### src/rtl/sevenseg_scan_driver.sv
// sevenseg_scan_driver
//   Multiplexed N-digit hex seven-segment driver. It latches a hex value
//   (plus per-digit decimal points, blanking and leading-zero control) into
//   a shadow copy, then scans the digits onto one shared segment bus with
//   one-hot digit enables. It optionally defers new values to the frame
//   boundary so a refresh never shows a half-old, half-new value.
//
// Ports
//   clk        system clock
//   rst        asynchronous, active-high reset
//   load       1-cycle strobe, captures data/dp/blank/lz_en
//   data       hex nibbles, digit 0 = data[3:0] (rightmost)
//   dp         decimal point per digit
//   blank      1: whole display dark
//   lz_en      1: suppress leading zeros
//   seg        segments, seg[0]=a .. seg[6]=g (polarity per SEG_ACT_LOW)
//   seg_dp     decimal point of the active digit (polarity per SEG_ACT_LOW)
//   an         one-hot digit enable (polarity per AN_ACT_LOW)
//   digit_idx  index of the digit currently being driven
//   frame_tick 1-cycle pulse when the scan wraps N_DIGITS-1 -> 0
//   pending    a captured load is waiting for the frame boundary
module sevenseg_scan_driver #(
    parameter int N_DIGITS    = 4,
    parameter int REFRESH_DIV = 1000,
    parameter int SEG_ACT_LOW = 0,
    parameter int AN_ACT_LOW  = 0,
    parameter int SYNC_UPDATE = 1,
    localparam int IDX_W      = (N_DIGITS > 1) ? $clog2(N_DIGITS) : 1
) (
    input  logic                  clk,
    input  logic                  rst,
    input  logic                  load,
    input  logic [4*N_DIGITS-1:0] data,
    input  logic [N_DIGITS-1:0]   dp,
    input  logic                  blank,
    input  logic                  lz_en,
    output logic [6:0]            seg,
    output logic                  seg_dp,
    output logic [N_DIGITS-1:0]   an,
    output logic [IDX_W-1:0]      digit_idx,
    output logic                  frame_tick,
    output logic                  pending
);

    localparam int   PRE_W   = $clog2(REFRESH_DIV);
    localparam logic SEG_INV = (SEG_ACT_LOW != 0);
    localparam logic AN_INV  = (AN_ACT_LOW != 0);

    logic [PRE_W-1:0]      prescale;
    logic                  tc;
    logic                  wrap;

    logic [4*N_DIGITS-1:0] shadow_data;
    logic [N_DIGITS-1:0]   shadow_dp;
    logic                  shadow_blank;
    logic                  shadow_lz;

    logic [4*N_DIGITS-1:0] hold_data;
    logic [N_DIGITS-1:0]   hold_dp;
    logic                  hold_blank;
    logic                  hold_lz;

    logic [3:0]            cur_nib;
    logic                  cur_dp;
    logic                  cur_supp;
    logic [N_DIGITS-1:0]   lz_mask;
    logic                  seen_nz;
    logic [6:0]            seg_nxt;
    logic                  dp_nxt;
    logic [N_DIGITS-1:0]   an_nxt;

    function automatic logic [6:0] hex_to_seg(input logic [3:0] v);
        logic [6:0] s;
        case (v)
            4'h0: s = 7'h3F;
            4'h1: s = 7'h06;
            4'h2: s = 7'h5B;
            4'h3: s = 7'h4F;
            4'h4: s = 7'h66;
            4'h5: s = 7'h6D;
            4'h6: s = 7'h7D;
            4'h7: s = 7'h07;
            4'h8: s = 7'h7F;
            4'h9: s = 7'h6F;
            4'hA: s = 7'h77;
            4'hB: s = 7'h7C;
            4'hC: s = 7'h39;
            4'hD: s = 7'h5E;
            4'hE: s = 7'h79;
            default: s = 7'h71;
        endcase
        return s;
    endfunction

    assign tc   = (prescale == PRE_W'(REFRESH_DIV - 1));
    assign wrap = tc && (digit_idx == IDX_W'(N_DIGITS - 1));

    // A digit is a leading zero when it and every digit above it are zero.
    // Digit 0 is never suppressed, so a value of zero still shows "0".
    always_comb begin
        lz_mask = '0;
        seen_nz = 1'b0;
        for (int i = N_DIGITS - 1; i >= 1; i--) begin
            seen_nz    = seen_nz | (shadow_data[4*i +: 4] != 4'h0);
            lz_mask[i] = ~seen_nz;
        end
    end

    always_comb begin
        cur_nib  = 4'h0;
        cur_dp   = 1'b0;
        cur_supp = 1'b0;
        for (int i = 0; i < N_DIGITS; i++) begin
            if (digit_idx == IDX_W'(i)) begin
                cur_nib  = shadow_data[4*i +: 4];
                cur_dp   = shadow_dp[i];
                cur_supp = shadow_lz & lz_mask[i];
            end
        end
    end

    always_comb begin
        seg_nxt = '0;
        dp_nxt  = 1'b0;
        an_nxt  = '0;
        if (!shadow_blank) begin
            seg_nxt = cur_supp ? 7'h00 : hex_to_seg(cur_nib);
            dp_nxt  = cur_dp;
            an_nxt  = {{(N_DIGITS-1){1'b0}}, 1'b1} << digit_idx;
        end
    end

    always_ff @(posedge clk or posedge rst) begin
        if (rst) begin
            prescale   <= '0;
            digit_idx  <= '0;
            frame_tick <= 1'b0;
        end else begin
            frame_tick <= wrap;
            if (tc) begin
                prescale  <= '0;
                digit_idx <= wrap ? '0 : digit_idx + IDX_W'(1);
            end else begin
                prescale  <= prescale + PRE_W'(1);
            end
        end
    end

    // In deferred mode a load parks in the hold buffer and is copied to the
    // shadow at the wrap edge. A load arriving on the wrap edge itself goes
    // straight to the shadow and supersedes anything parked.
    always_ff @(posedge clk or posedge rst) begin
        if (rst) begin
            shadow_data  <= '0;
            shadow_dp    <= '0;
            shadow_blank <= 1'b1;
            shadow_lz    <= 1'b0;
            hold_data    <= '0;
            hold_dp      <= '0;
            hold_blank   <= 1'b1;
            hold_lz      <= 1'b0;
            pending      <= 1'b0;
        end else if (SYNC_UPDATE == 0) begin
            pending <= 1'b0;
            if (load) begin
                shadow_data  <= data;
                shadow_dp    <= dp;
                shadow_blank <= blank;
                shadow_lz    <= lz_en;
            end
        end else begin
            if (wrap) begin
                pending <= 1'b0;
                if (load) begin
                    shadow_data  <= data;
                    shadow_dp    <= dp;
                    shadow_blank <= blank;
                    shadow_lz    <= lz_en;
                end else if (pending) begin
                    shadow_data  <= hold_data;
                    shadow_dp    <= hold_dp;
                    shadow_blank <= hold_blank;
                    shadow_lz    <= hold_lz;
                end
            end else if (load) begin
                hold_data  <= data;
                hold_dp    <= dp;
                hold_blank <= blank;
                hold_lz    <= lz_en;
                pending    <= 1'b1;
            end
        end
    end

    always_ff @(posedge clk or posedge rst) begin
        if (rst) begin
            seg    <= {7{SEG_INV}};
            seg_dp <= SEG_INV;
            an     <= {N_DIGITS{AN_INV}};
        end else begin
            seg    <= seg_nxt ^ {7{SEG_INV}};
            seg_dp <= dp_nxt ^ SEG_INV;
            an     <= an_nxt ^ {N_DIGITS{AN_INV}};
        end
    end

endmodule

### config.mk
export PLATFORM = sky130hd
export DESIGN_NAME = sevenseg_scan_driver
export DESIGN_NICKNAME = d
export VERILOG_FILES = /design/src/rtl/sevenseg_scan_driver.sv
export SDC_FILE = /design/constraint.sdc
export NUM_CORES = 1
export LEC_CHECK = 0
export ABC_AREA = 1
export CORE_ASPECT_RATIO = 0.9
export CORE_UTILIZATION = 56
export DETAILED_ROUTE_END_ITERATION = 16
export GPL_ROUTABILITY_DRIVEN = 0
export PLACE_DENSITY = 0.82
export SLEW_MARGIN = 5
export SYNTH_ARGS = -nofsm -noshare
export SYNTH_HDL_FRONTEND = slang
export SYNTH_SLANG_ARGS = --single-unit
### constraint.sdc
create_clock -name clk -period 2.6 [get_ports clk]
set_clock_uncertainty 0.1 [all_clocks]
set_input_delay 0.52 -clock clk [delete_from_list [all_inputs] [get_ports clk]]
set_output_delay 0.52 -clock clk [all_outputs]
set_load 0.005 [all_outputs]
==> results of run 1 <==
==> cell usage in the layout (no fill, tap or decap), types with 2 or more instances in the layout <==
master / count
sky130_fd_sc_hd__nand2_1: 95
sky130_fd_sc_hd__dfrtp_1: 68
sky130_fd_sc_hd__inv_1: 42
sky130_fd_sc_hd__o21ai_2: 40
sky130_fd_sc_hd__clkdlybuf4s50_1: 40
sky130_fd_sc_hd__nor2_1: 32
sky130_fd_sc_hd__o21ai_0: 28
sky130_fd_sc_hd__nand2_2: 26
sky130_fd_sc_hd__nand3_1: 18
sky130_fd_sc_hd__a21oi_1: 13
sky130_fd_sc_hd__ha_1: 11
sky130_fd_sc_hd__clkbuf_8: 11
sky130_fd_sc_hd__nor3_1: 4
sky130_fd_sc_hd__inv_2: 3
sky130_fd_sc_hd__mux2i_1: 3
sky130_fd_sc_hd__bufinv_16: 3
sky130_fd_sc_hd__nor3b_1: 2
sky130_fd_sc_hd__xor2_1: 2
sky130_fd_sc_hd__clkbuf_1: 2
sky130_fd_sc_hd__dfstp_2: 2
==> where the power goes <==
part	leakage, nW	total, mW	switching (mW)	internal (mW)
clock	0.124	1.08	0.392	0.691
sequential	0.877	1.14	0.0190	1.12
combinational	1.10	0.172	0.0972	0.0744
==> kinds of logic after synthesis <==
group / Yosys count / synth area share, %
simple gates: 183 / 22.84
compound gates: 83 / 15.58
flops: 70 / 47.80
buf+inv: 61 / 8.728
fa+ha+maj: 11 / 3.750
mux: 3 / 0.8183
xor+xnor: 2 / 0.4774
==> state kept, by name, summed over array words and instances, names as in the netlist <==
register	cells
hold_data	16
shadow_dp	4
hold_blank	1
shadow_data	16
frame_tick	1
seg	7
an	4
hold_lz	1
digit_idx	2
prescale	10
hold_dp	4
pending	1
seg_dp	1
shadow_blank	1
shadow_lz	1
==> per-layer routing <==
metal  vias to the layer above  GRT usage (%)
met1                      1248          30.12
li1                       1394              -
met4                         0          5.410
met3                         8          6.549
met5                         -              0
met2                        65          34.61
==> layout make-up <==
type                       instances  area share, %
inverter                          47          4.147
clock buffer                      13          3.683
multi-input combinational        282          36.98
timing repair buffer              42          9.919
clock inverter                     3          2.088
sequential                        70          40.66
tap                               87          2.523
==> how the worst max path moves through the flow <==
stage / start / endpoint / slack, ns / depth (start not counted)
after global placement: digit_idx[0]$_DFFE_PP0N_ / seg[3]$_DFF_PP0_ / 0.33 / 12
final: digit_idx[0]$_DFFE_PP0N_ / seg[3]$_DFF_PP0_ / 0.36 / 12
after detailed placement: digit_idx[0]$_DFFE_PP0N_ / seg[3]$_DFF_PP0_ / 0.18 / 12
after floorplan: rst / an[0]$_DFF_PP0_ / 0.22 / 1
after global routing: digit_idx[0]$_DFFE_PP0N_ / seg[3]$_DFF_PP0_ / 0.12 / 12
after CTS: digit_idx[0]$_DFFE_PP0N_ / seg[3]$_DFF_PP0_ / 0.17 / 12
==> per-stage QoR <==
step	std cells	instance area (sq um)	setup WS (ns)	hold slack, ns	power [mW]
floorplan	413	3670	0.2151	0.3329	1.282
global placement	528	4065	0.3313	0.3466	1.330
detailed placement	528	4065	0.1786	0.3565	1.334
CTS	544	4314	0.1727	0.3734	2.416
global route	544	4314	0.1166	0.3921	2.490
finish	544	4314	0.3559	0.3700	2.394
==> critical path, cell delays in order, from the launching register on <==
cell	delay, ns
sky130_fd_sc_hd__dfrtp_1	0.41
sky130_fd_sc_hd__inv_1	0.13
sky130_fd_sc_hd__ha_1	0.26
sky130_fd_sc_hd__inv_2	0.11
sky130_fd_sc_hd__nor2_1	0.10
sky130_fd_sc_hd__nor2_1	0.06
sky130_fd_sc_hd__a21boi_1	0.38
sky130_fd_sc_hd__ha_1	0.31
sky130_fd_sc_hd__inv_1	0.05
sky130_fd_sc_hd__nand2_1	0.06
sky130_fd_sc_hd__nand3_1	0.09
sky130_fd_sc_hd__nand2_1	0.05
sky130_fd_sc_hd__nor2_1	0.08
==> timing repair <==
action / 4_1_cts / 5_1_grt
hold endpoints to repair: 0 / 0
gates resized for setup: 0 / 1
endpoints found under the setup margin: 0 / 3
==> implementation parameters, run 1 <==
Parameter                              Value

Hold path
  Min-delay worst type ... flop to flop
  Capture endpoint of the worst hold path ... hold_blank$_DFFE_PP1P_
  Start point of the worst hold path ... hold_blank$_DFFE_PP1P_
  WHS Path Cells ... 2

Worst setup path
  Top fanout value on the critical path ... 9
  Critical path capture point type ... flop
  Startpoint kind of the worst setup timing path ... flop
  Worst EP arrival ... 2.42 ns
  Required time worst endpoint ... 2.78 ns
  Register-to-register path setup slack ... 0.36 ns
  Endpoint of the most critical register-to-register path ... seg[3]$_DFF_PP0_
  Start of the worst register-to-register path ... digit_idx[0]$_DFFE_PP0N_
  Path type of the worst setup path ... flop to flop
  Count of cells along the worst register-to-register path ... 12

Global routing
  Initial antenna violation count ... 0
  Wire length of the first global-routing pass ... 11,690 um
  Total congestion overflow after global routing ... 0
  Via count of the first global-routing pass ... 2,571
  GRT Overall Usage ... 22.06%
  Largest net degree at the start of global routing ... 71

Timing
  Endpoints failing hold ... 0
  Total count of max-transition violations in the final report ... 0
  Accumulated negative setup slack ... 0 ns
  Setup-violating endpoint count in the final report ... 0
  Unrepaired setup endpoints after global routing ... no
  Final Critical Period ... 2.244 ns
  Maximum clock frequency ... 445.6 MHz
  Transition time of the tightest slew-check pin ... 0.5476 ns
  Relative slew slack ... 63.46%
  Final Cycle Share ... 86.31%

Yosys
  Synth top cells by count ... 95 x sky130_fd_sc_hd__nand2_1, 68 x sky130_fd_sc_hd__dfrtp_1, 43 x sky130_fd_sc_hd__inv_1
  Cell area after technology mapping ... 0.003670 sq mm
  Part of the Yosys area used for sequential elements ... 47.80%
  Mean Syn Cell Area ... 8.886 sq um
  Number of synthesized flops with an enable pin ... 0
  Primary FF master, synth ... sky130_fd_sc_hd__dfrtp_1
  Most instantiated library cell after synthesis ... sky130_fd_sc_hd__nand2_1
  Distinct cell type count after synthesis ... 30
  Share of the synthesized area in the top cell type ... 46.37%
  Yosys Warn Count ... 0
  Net count after synthesis ... 449
  Number of flip-flops and latches in the synthesized netlist ... 70
  Synth area leaders ... sky130_fd_sc_hd__dfrtp_1 46%, sky130_fd_sc_hd__nand2_1 9.7%, sky130_fd_sc_hd__o21ai_2 9.5%, sky130_fd_sc_hd__nand2_2 4.4%, sky130_fd_sc_hd__inv_1 4.4%
  Share of synthesized flip-flops with an asynchronous set or reset ... 100.0%
  Cell count after synthesis ... 413
  Largest area contributor in the netlist ... sky130_fd_sc_hd__dfrtp_1

CTS
  Clock tree buffer depth ... 2
  TritonCTS sink count ... 70
  Clock slew at the register clock pins of the worst setup and hold paths ... 0.07 ns
  Number of buffers added by the clock tree synthesis step ... 9
  Insertion delay of the later-clocked pin in the worst-skew pair ... 0.34 ns
  Post-CTS setup repair buffer count ... 0
  CTS root buf ... sky130_fd_sc_hd__clkbuf_8
  CTS H-tree depth ... 3
  CTS tree ... built
  Number of buffers inserted by hold repair at cts ... 0

Die
  Placeable core region ... 0.006216 sq mm
  Initial core utilization ... 59.04%
  Overall die area ... 0.006881 sq mm
  Top-level I/O count ... 41
  DIE HEIGHT ... 78.80 um
  Die X ... 87.33 um
  Row count ... 27

Finish
  Storage cell area ... 0.001754 sq mm
  Combined area of the multi-input logic cells ... 0.001595 sq mm
  Final core utilization ... 69.40%
  Share of cells above drive strength 1 ... 20.57%
  Number of diodes ... 0
  Filler cells ... 523
  Area growth from synthesis to final layout ... 17.56%
  Layout net count ... 488

Routing
  Wirelength, routed ... 6671 um
  1st-iter DRT viols ... 175
  Detail-routed via count per cell ... 4.991
  Post-DR wirelength/cell ... 12.26 um
  Initial DRT Pass Iterations ... 5
  Detailed-routing wirelength on met1 ... 3105 um
  Residual DRC ... 0
  Met2 WL ... 3178 um
  Routed via count ... 2,715
  Post-route antenna net violation count ... 0
  Top layer in use ... met4
  DR WL met3 ... 303 um

Run
  Count of maximum capacitance violations ... 0

Run status
  Result of the run ... complete, no violations

Placement
  Number of input and output port buffers inserted ... 40
  Total half-perimeter wirelength after legalization and detailed placement ... 4679 um

Power
  Maximum VDD drop ... 350.8 uV
  Static leakage power ... 2.101 nW
  Pwr per Cell Area ... 554.9 mW/mm^2
Note: power is estimated with default switching activity, not from simulation.
==> inputs of run 2 (changes only) <==
REMOVE_ABC_BUFFERS = 1   (was not set)
==> run 2 against run 1 <==
Compared with the run above: sequential power barely moved; worst setup slack got worse by 0.061 ns; via count is the same; critical path type unchanged; largest cell class unchanged.
==> implementation parameters, run 2 (synthesis gave the netlist of run 1 again) <==
Parameter                              Value

Run status
  Result of the run ... complete, no violations

Power
  Final Power ... 2.061 mW
  Combinational share of power ... 8.4%
  Sw frac ... 24.14%
  Pwr per Cell Area ... 485.1 mW/mm^2
  Net switching power ... 0.4975 mW
  Maximum VDD drop ... 379.6 uV
  Cell-internal power ... 1.563 mW
  Relative contribution of sequential cells to total power ... 55.3%
  Static leakage power ... 2.073 nW
  Clock share of power ... 36.3%

Hold path
  Min-delay worst type ... input pin to asynchronous set/reset pin

Finish
  Layout net count ... 490
  Commonest non-fill, non-tap cell in the layout ... sky130_fd_sc_hd__nand2_1
  Share of cells above drive strength 1 ... 20.92%
  Top library cells by usage in the layout, fill and taps aside ... 95 x sky130_fd_sc_hd__nand2_1, 68 x sky130_fd_sc_hd__dfrtp_1, 42 x sky130_fd_sc_hd__inv_1, 40 x sky130_fd_sc_hd__o21ai_2, 40 x sky130_fd_sc_hd__clkdlybuf4s50_1
  Area growth from synthesis to final layout ... 15.75%
  Non-filler cells in the finished layout ... 546
  Biggest regs ... hold_data: 16 flops, shadow_data: 16 flops, prescale: 10 flops
  Combined area of the multi-input logic cells ... 0.001595 sq mm
  Number of diodes ... 0
  Storage cell area ... 0.001754 sq mm
  Filler cells ... 545

CTS
  Clock slew at the register clock pins of the worst setup and hold paths ... 0.07 ns
  Number of buffers added by the clock tree synthesis step ... 9
  Post-CTS setup repair buffer count ... 0
  CTS tree ... built
  CTS H-tree depth ... 3
  Cells resized by post-CTS repair ... 0
  Clock tree buffer depth ... 2
  Number of buffers inserted by hold repair at cts ... 0
  TritonCTS sink count ... 70
  Insertion delay of the later-clocked pin in the worst-skew pair ... 0.34 ns
  CTS root buf ... sky130_fd_sc_hd__clkbuf_8

Timing
  Final Cycle Share ... 88.64%
  Total count of max-transition violations in the final report ... 0
  Accumulated negative setup slack ... 0 ns
  Transition time of the tightest slew-check pin ... 0.5469 ns
  Relative slew slack ... 63.51%
  Worst slack on hold paths ... 0.3354 ns
  Endpoints failing hold ... 0
  Setup-violating endpoint count in the final report ... 0
  Maximum clock frequency ... 433.9 MHz
  Final Critical Period ... 2.305 ns
  Unrepaired setup endpoints after global routing ... no

Routing
  Initial DRT Pass Iterations ... 4
  Wirelength, routed ... 6419 um
  Post-route antenna net violation count ... 0
  Detail-routed via count per cell ... 4.973
  Routed via count ... 2,715
  Residual DRC ... 0
  Post-DR wirelength/cell ... 11.76 um
  1st-iter DRT viols ... 157

Die
  Initial core utilization ... 59.04%
  Overall die area ... 0.006881 sq mm
  DIE HEIGHT ... 78.80 um
  Row count ... 27
  Placeable core region ... 0.006216 sq mm
  Top-level I/O count ... 41
  Die X ... 87.33 um

Global routing
  Initial antenna violation count ... 0
  Wire length of the first global-routing pass ... 11,300 um
  Total congestion overflow after global routing ... 0
  GRT Overall Usage ... 21.31%
  Largest net degree at the start of global routing ... 46
  Via count of the first global-routing pass ... 2,498

Run
  Count of maximum capacitance violations ... 0

Worst setup path
  Path type of the worst setup path ... flop to flop
  Required time worst endpoint ... 2.73 ns
  Critical path capture point type ... flop
  Worst EP arrival ... 2.44 ns
  Top fanout value on the critical path ... 7
  Startpoint kind of the worst setup timing path ... flop

Placement
  Total instance count after detailed placement ... 530
  Number of input and output port buffers inserted ... 40
  Total half-perimeter wirelength after legalization and detailed placement ... 4664 um
run 2: path summary, 6_finish.rpt:
path,start,cells after the start,slack [ns],endpoint
max in group asynchronous,rst,3,1.51,shadow_data[7]$_DFFE_PP0P_
setup / recovery,digit_idx[1]$_DFFE_PP0N_,13,0.30,seg[5]$_DFF_PP0_
min in group clk,prescale[0]$_DFF_PP0_,1,0.36,prescale[0]$_DFF_PP0_
hold reg to reg,prescale[0]$_DFF_PP0_,1,0.36,prescale[0]$_DFF_PP0_
setup reg to reg,digit_idx[1]$_DFFE_PP0N_,13,0.30,seg[5]$_DFF_PP0_
hold / removal,rst,2,0.34,seg[2]$_DFF_PP0_
run 2: area by class of cell:
class | instances | share of cell area (%)
sequential | 70 | 41.30
clock buffer | 12 | 3.417
multi-input combinational | 282 | 37.56
tap | 87 | 2.563
inverter | 47 | 4.212
clock inverter | 4 | 0.5302
timing repair buffer | 44 | 10.43
run 2: routing by layer:
| metal | track usage (%) | up-vias | part of all wire [%] |
|---|---|---|---|
| met1 | 28.57 | 1239 | 47 |
| met2 | 33.05 | 68 | 46 |
| li1 | - | 1401 | - |
| met5 | 0 | - | 0 |
| met3 | 7.588 | 7 | 5.5 |
| met4 | 5.246 | 0 | 1.3 |
run 2: power by group through the flow:
| stage | Clock, mW | Combinational [mW] | Sequential (mW) |
|---|---|---|---|
| final | 0.748 | 0.173 | 1.14 |
| after global routing | 0.821 | 0.195 | 1.14 |
| after CTS | 0.777 | 0.176 | 1.14 |
| after detailed placement | 0 | 0.177 | 1.16 |
| after global placement | 0 | 0.170 | 1.16 |
| after floorplan | 0 | 0.104 | 1.16 |
run 2: through the flow:
step                setup slack, ns  util, %  area, sq um
global route                0.09907    68.34         4248
CTS                          0.3101    68.34         4248
finish                       0.2953    68.34         4248
floorplan                    0.2151        -         3528
global placement             0.4866    65.64         4080
detailed placement           0.3657    65.64         4080
run 2: critical path, stage by stage, from the launching register on:
cell	delay, ns
sky130_fd_sc_hd__dfrtp_1	0.43
sky130_fd_sc_hd__inv_1	0.11
sky130_fd_sc_hd__ha_1	0.28
sky130_fd_sc_hd__inv_2	0.11
sky130_fd_sc_hd__nand2_1	0.08
sky130_fd_sc_hd__nand3_1	0.06
sky130_fd_sc_hd__nand2_1	0.07
sky130_fd_sc_hd__nand2_1	0.14
sky130_fd_sc_hd__inv_1	0.15
sky130_fd_sc_hd__ha_1	0.20
sky130_fd_sc_hd__nand2_1	0.10
sky130_fd_sc_hd__o21ai_0	0.11
sky130_fd_sc_hd__nand2_1	0.08
sky130_fd_sc_hd__and2_1	0.15
==> inputs of run 3 (changes only) <==
CORE_MARGIN = 2   (was not set)
RECOVER_POWER = 100   (was not set)
==> run 3 against run 2 <==
Compared with the run above: the run now ends with max-capacitance violations, max-slew violations left; global-route usage shrank 0.49 points; total power grew 4.7%; register-to-register slack is essentially flat; via count grew 0.59%; core utilization shrank 2.1 points; largest cell class unchanged; highest routed layer unchanged.
==> implementation parameters, run 3 (synthesis gave the netlist of run 1 again) <==
Parameter                              Value

Run status
  Result of the run ... finished with violations
  Violated checks ... max-capacitance violations, max-slew violations

Global routing
  Total congestion overflow after global routing ... 0
  Largest net degree at the start of global routing ... 71
  GRT Overall Usage ... 20.83%
  Initial antenna violation count ... 0
  Wire length of the first global-routing pass ... 11,620 um
  Via count of the first global-routing pass ... 2,657

Finish
  Share of cells above drive strength 1 ... 10.48%
  Combined area of the multi-input logic cells ... 0.001459 sq mm
  Final core utilization ... 66.22%
  Filler cells ... 581
  Top library cells by usage in the layout, fill and taps aside ... 116 x sky130_fd_sc_hd__nand2_1, 68 x sky130_fd_sc_hd__dfrtp_1, 49 x sky130_fd_sc_hd__o21ai_0, 43 x sky130_fd_sc_hd__inv_1, 32 x sky130_fd_sc_hd__nor2_1
  Biggest regs ... hold_data: 16 flops, shadow_data: 16 flops, prescale: 10 flops
  Storage cell area ... 0.001754 sq mm
  Layout net count ... 489
  Number of diodes ... 0
  Area growth from synthesis to final layout ... 12.17%
  Commonest non-fill, non-tap cell in the layout ... sky130_fd_sc_hd__nand2_1

Timing
  Final Cycle Share ... 88.08%
  Maximum clock frequency ... 436.7 MHz
  Accumulated negative setup slack ... 0 ns
  Total count of max-transition violations in the final report ... 71
  Relative slew slack ... -9.082%
  Setup-violating endpoint count in the final report ... 0
  Endpoints failing hold ... 0
  Transition time of the tightest slew-check pin ... 1.636 ns
  Final Critical Period ... 2.290 ns
  Unrepaired setup endpoints after global routing ... no

CTS
  Insertion delay of the later-clocked pin in the worst-skew pair ... 0.34 ns
  TritonCTS sink count ... 70
  Cells resized by post-CTS repair ... 0
  Clock tree buffer depth ... 2
  CTS tree ... built
  Number of buffers added by the clock tree synthesis step ... 9
  CTS H-tree depth ... 3
  Number of buffers inserted by hold repair at cts ... 0
  Clock slew at the register clock pins of the worst setup and hold paths ... 0.06 ns
  CTS root buf ... sky130_fd_sc_hd__clkbuf_8
  Post-CTS setup repair buffer count ... 0

Worst setup path
  Worst EP arrival ... 2.46 ns
  Top fanout value on the critical path ... 41
  Critical path capture point type ... flop
  Delay of the slowest cell on the worst path ... 0.37 ns
  Slowest-stage cell, CP ... sky130_fd_sc_hd__dfrtp_1
  Startpoint kind of the worst setup timing path ... flop
  Path type of the worst setup path ... flop to flop
  CP Cell Sequence ... ha_1, nand2_1, nor3_1, nand2_1, nor2_8, clkinvlp_2, nand2_8, nand2_1, o21ai_2
  Total buffers and inverters traversed by the critical path ... 1
  Cell family with most CP delay ... simple AND/OR/NAND/NOR gates
  Most used cell along the critical path ... sky130_fd_sc_hd__nand2_1
  Required time worst endpoint ... 2.77 ns

Die
  Die X ... 89.33 um
  Placeable core region ... 0.006216 sq mm
  Initial core utilization ... 59.04%
  Overall die area ... 0.007217 sq mm
  Top-level I/O count ... 41
  DIE HEIGHT ... 80.80 um
  Row count ... 27

Power
  Pwr per Cell Area ... 523.9 mW/mm^2
  Static leakage power ... 2.025 nW
  Maximum VDD drop ... 383.0 uV

Routing
  Detail-routed via count per cell ... 5.011
  Routed via count ... 2,731
  Wirelength, routed ... 6539 um
  Post-route antenna net violation count ... 0
  Post-DR wirelength/cell ... 12.00 um
  1st-iter DRT viols ... 227
  Residual DRC ... 0
  Initial DRT Pass Iterations ... 4

Run
  Count of maximum capacitance violations ... 1

Placement
  Total half-perimeter wirelength after legalization and detailed placement ... 4640 um
  Number of input and output port buffers inserted ... 40

Hold path
  Min-delay worst type ... flop to flop
## run 3: layout make-up
cell class                 count  share of cell area [%]
multi-input combinational    282                   35.44
sequential                    70                   42.61
clock inverter                 1                  0.7295
inverter                      47                   4.316
clock buffer                  15                   4.043
tap                           87                   2.644
timing repair buffer          43                   10.21
## run 3: worst paths after layout
path / cells after the start / slack (ns) / from / endpoint
min in group asynchronous: 3 / 0.97 / rst / prescale[5]$_DFF_PP0_
max in group asynchronous: 3 / 0.46 / rst / shadow_dp[1]$_DFFE_PP0P_
worst min register to register: 1 / 0.36 / prescale[0]$_DFF_PP0_ / prescale[0]$_DFF_PP0_
worst min-delay path: 1 / 0.36 / prescale[0]$_DFF_PP0_ / prescale[0]$_DFF_PP0_
worst max-delay path: 9 / 0.31 / prescale[0]$_DFF_PP0_ / hold_data[7]$_DFFE_PP0P_
worst max register to register: 9 / 0.31 / prescale[0]$_DFF_PP0_ / hold_data[7]$_DFFE_PP0P_
## run 3: worst reg2reg max path: cells and delay by family (launching register included)
kind	cells	cell delay (ns)
buf+inv	1	0.33
fa+ha+maj	1	0.18
simple gates	6	1.18
compound gates	1	0.07
flops	1	0.37
## run 3: layer usage
layer | GRT usage [%] | part of all wire (%) | wire length, um
met1 | 27.54 | 48 | 3118
met2 | 33.48 | 47 | 3080
met3 | 6.402 | 4.8 | 312
met4 | 5.522 | 0.41 | 27
met5 | 0 | 0 | 0
## run 3: per-stage QoR
| stage | area [sq um] | hold WS, ns | setup slack, ns | total power [mW] | std cells |
|---|---|---|---|---|---|
| 2_1_floorplan | 3528 | 0.3329 | 0.2151 | 1.260 | 399 |
| 5_1_grt | 4116 | 0.3947 | 0.07418 | 2.258 | 545 |
| 3_5_place_dp | 4073 | 0.3545 | 0.4057 | 1.335 | 529 |
| 3_3_place_gp | 4073 | 0.3495 | 0.4815 | 1.329 | 529 |
| 6_report | 4116 | 0.3559 | 0.3100 | 2.157 | 545 |
| 4_1_cts | 4269 | 0.3627 | 0.3953 | 2.205 | 545 |
## run 3: where the power goes
group	total, mW	switching [mW]	internal (mW)
combinational	0.152	0.0849	0.0673
sequential	1.14	0.0153	1.12
clock	0.869	0.371	0.498
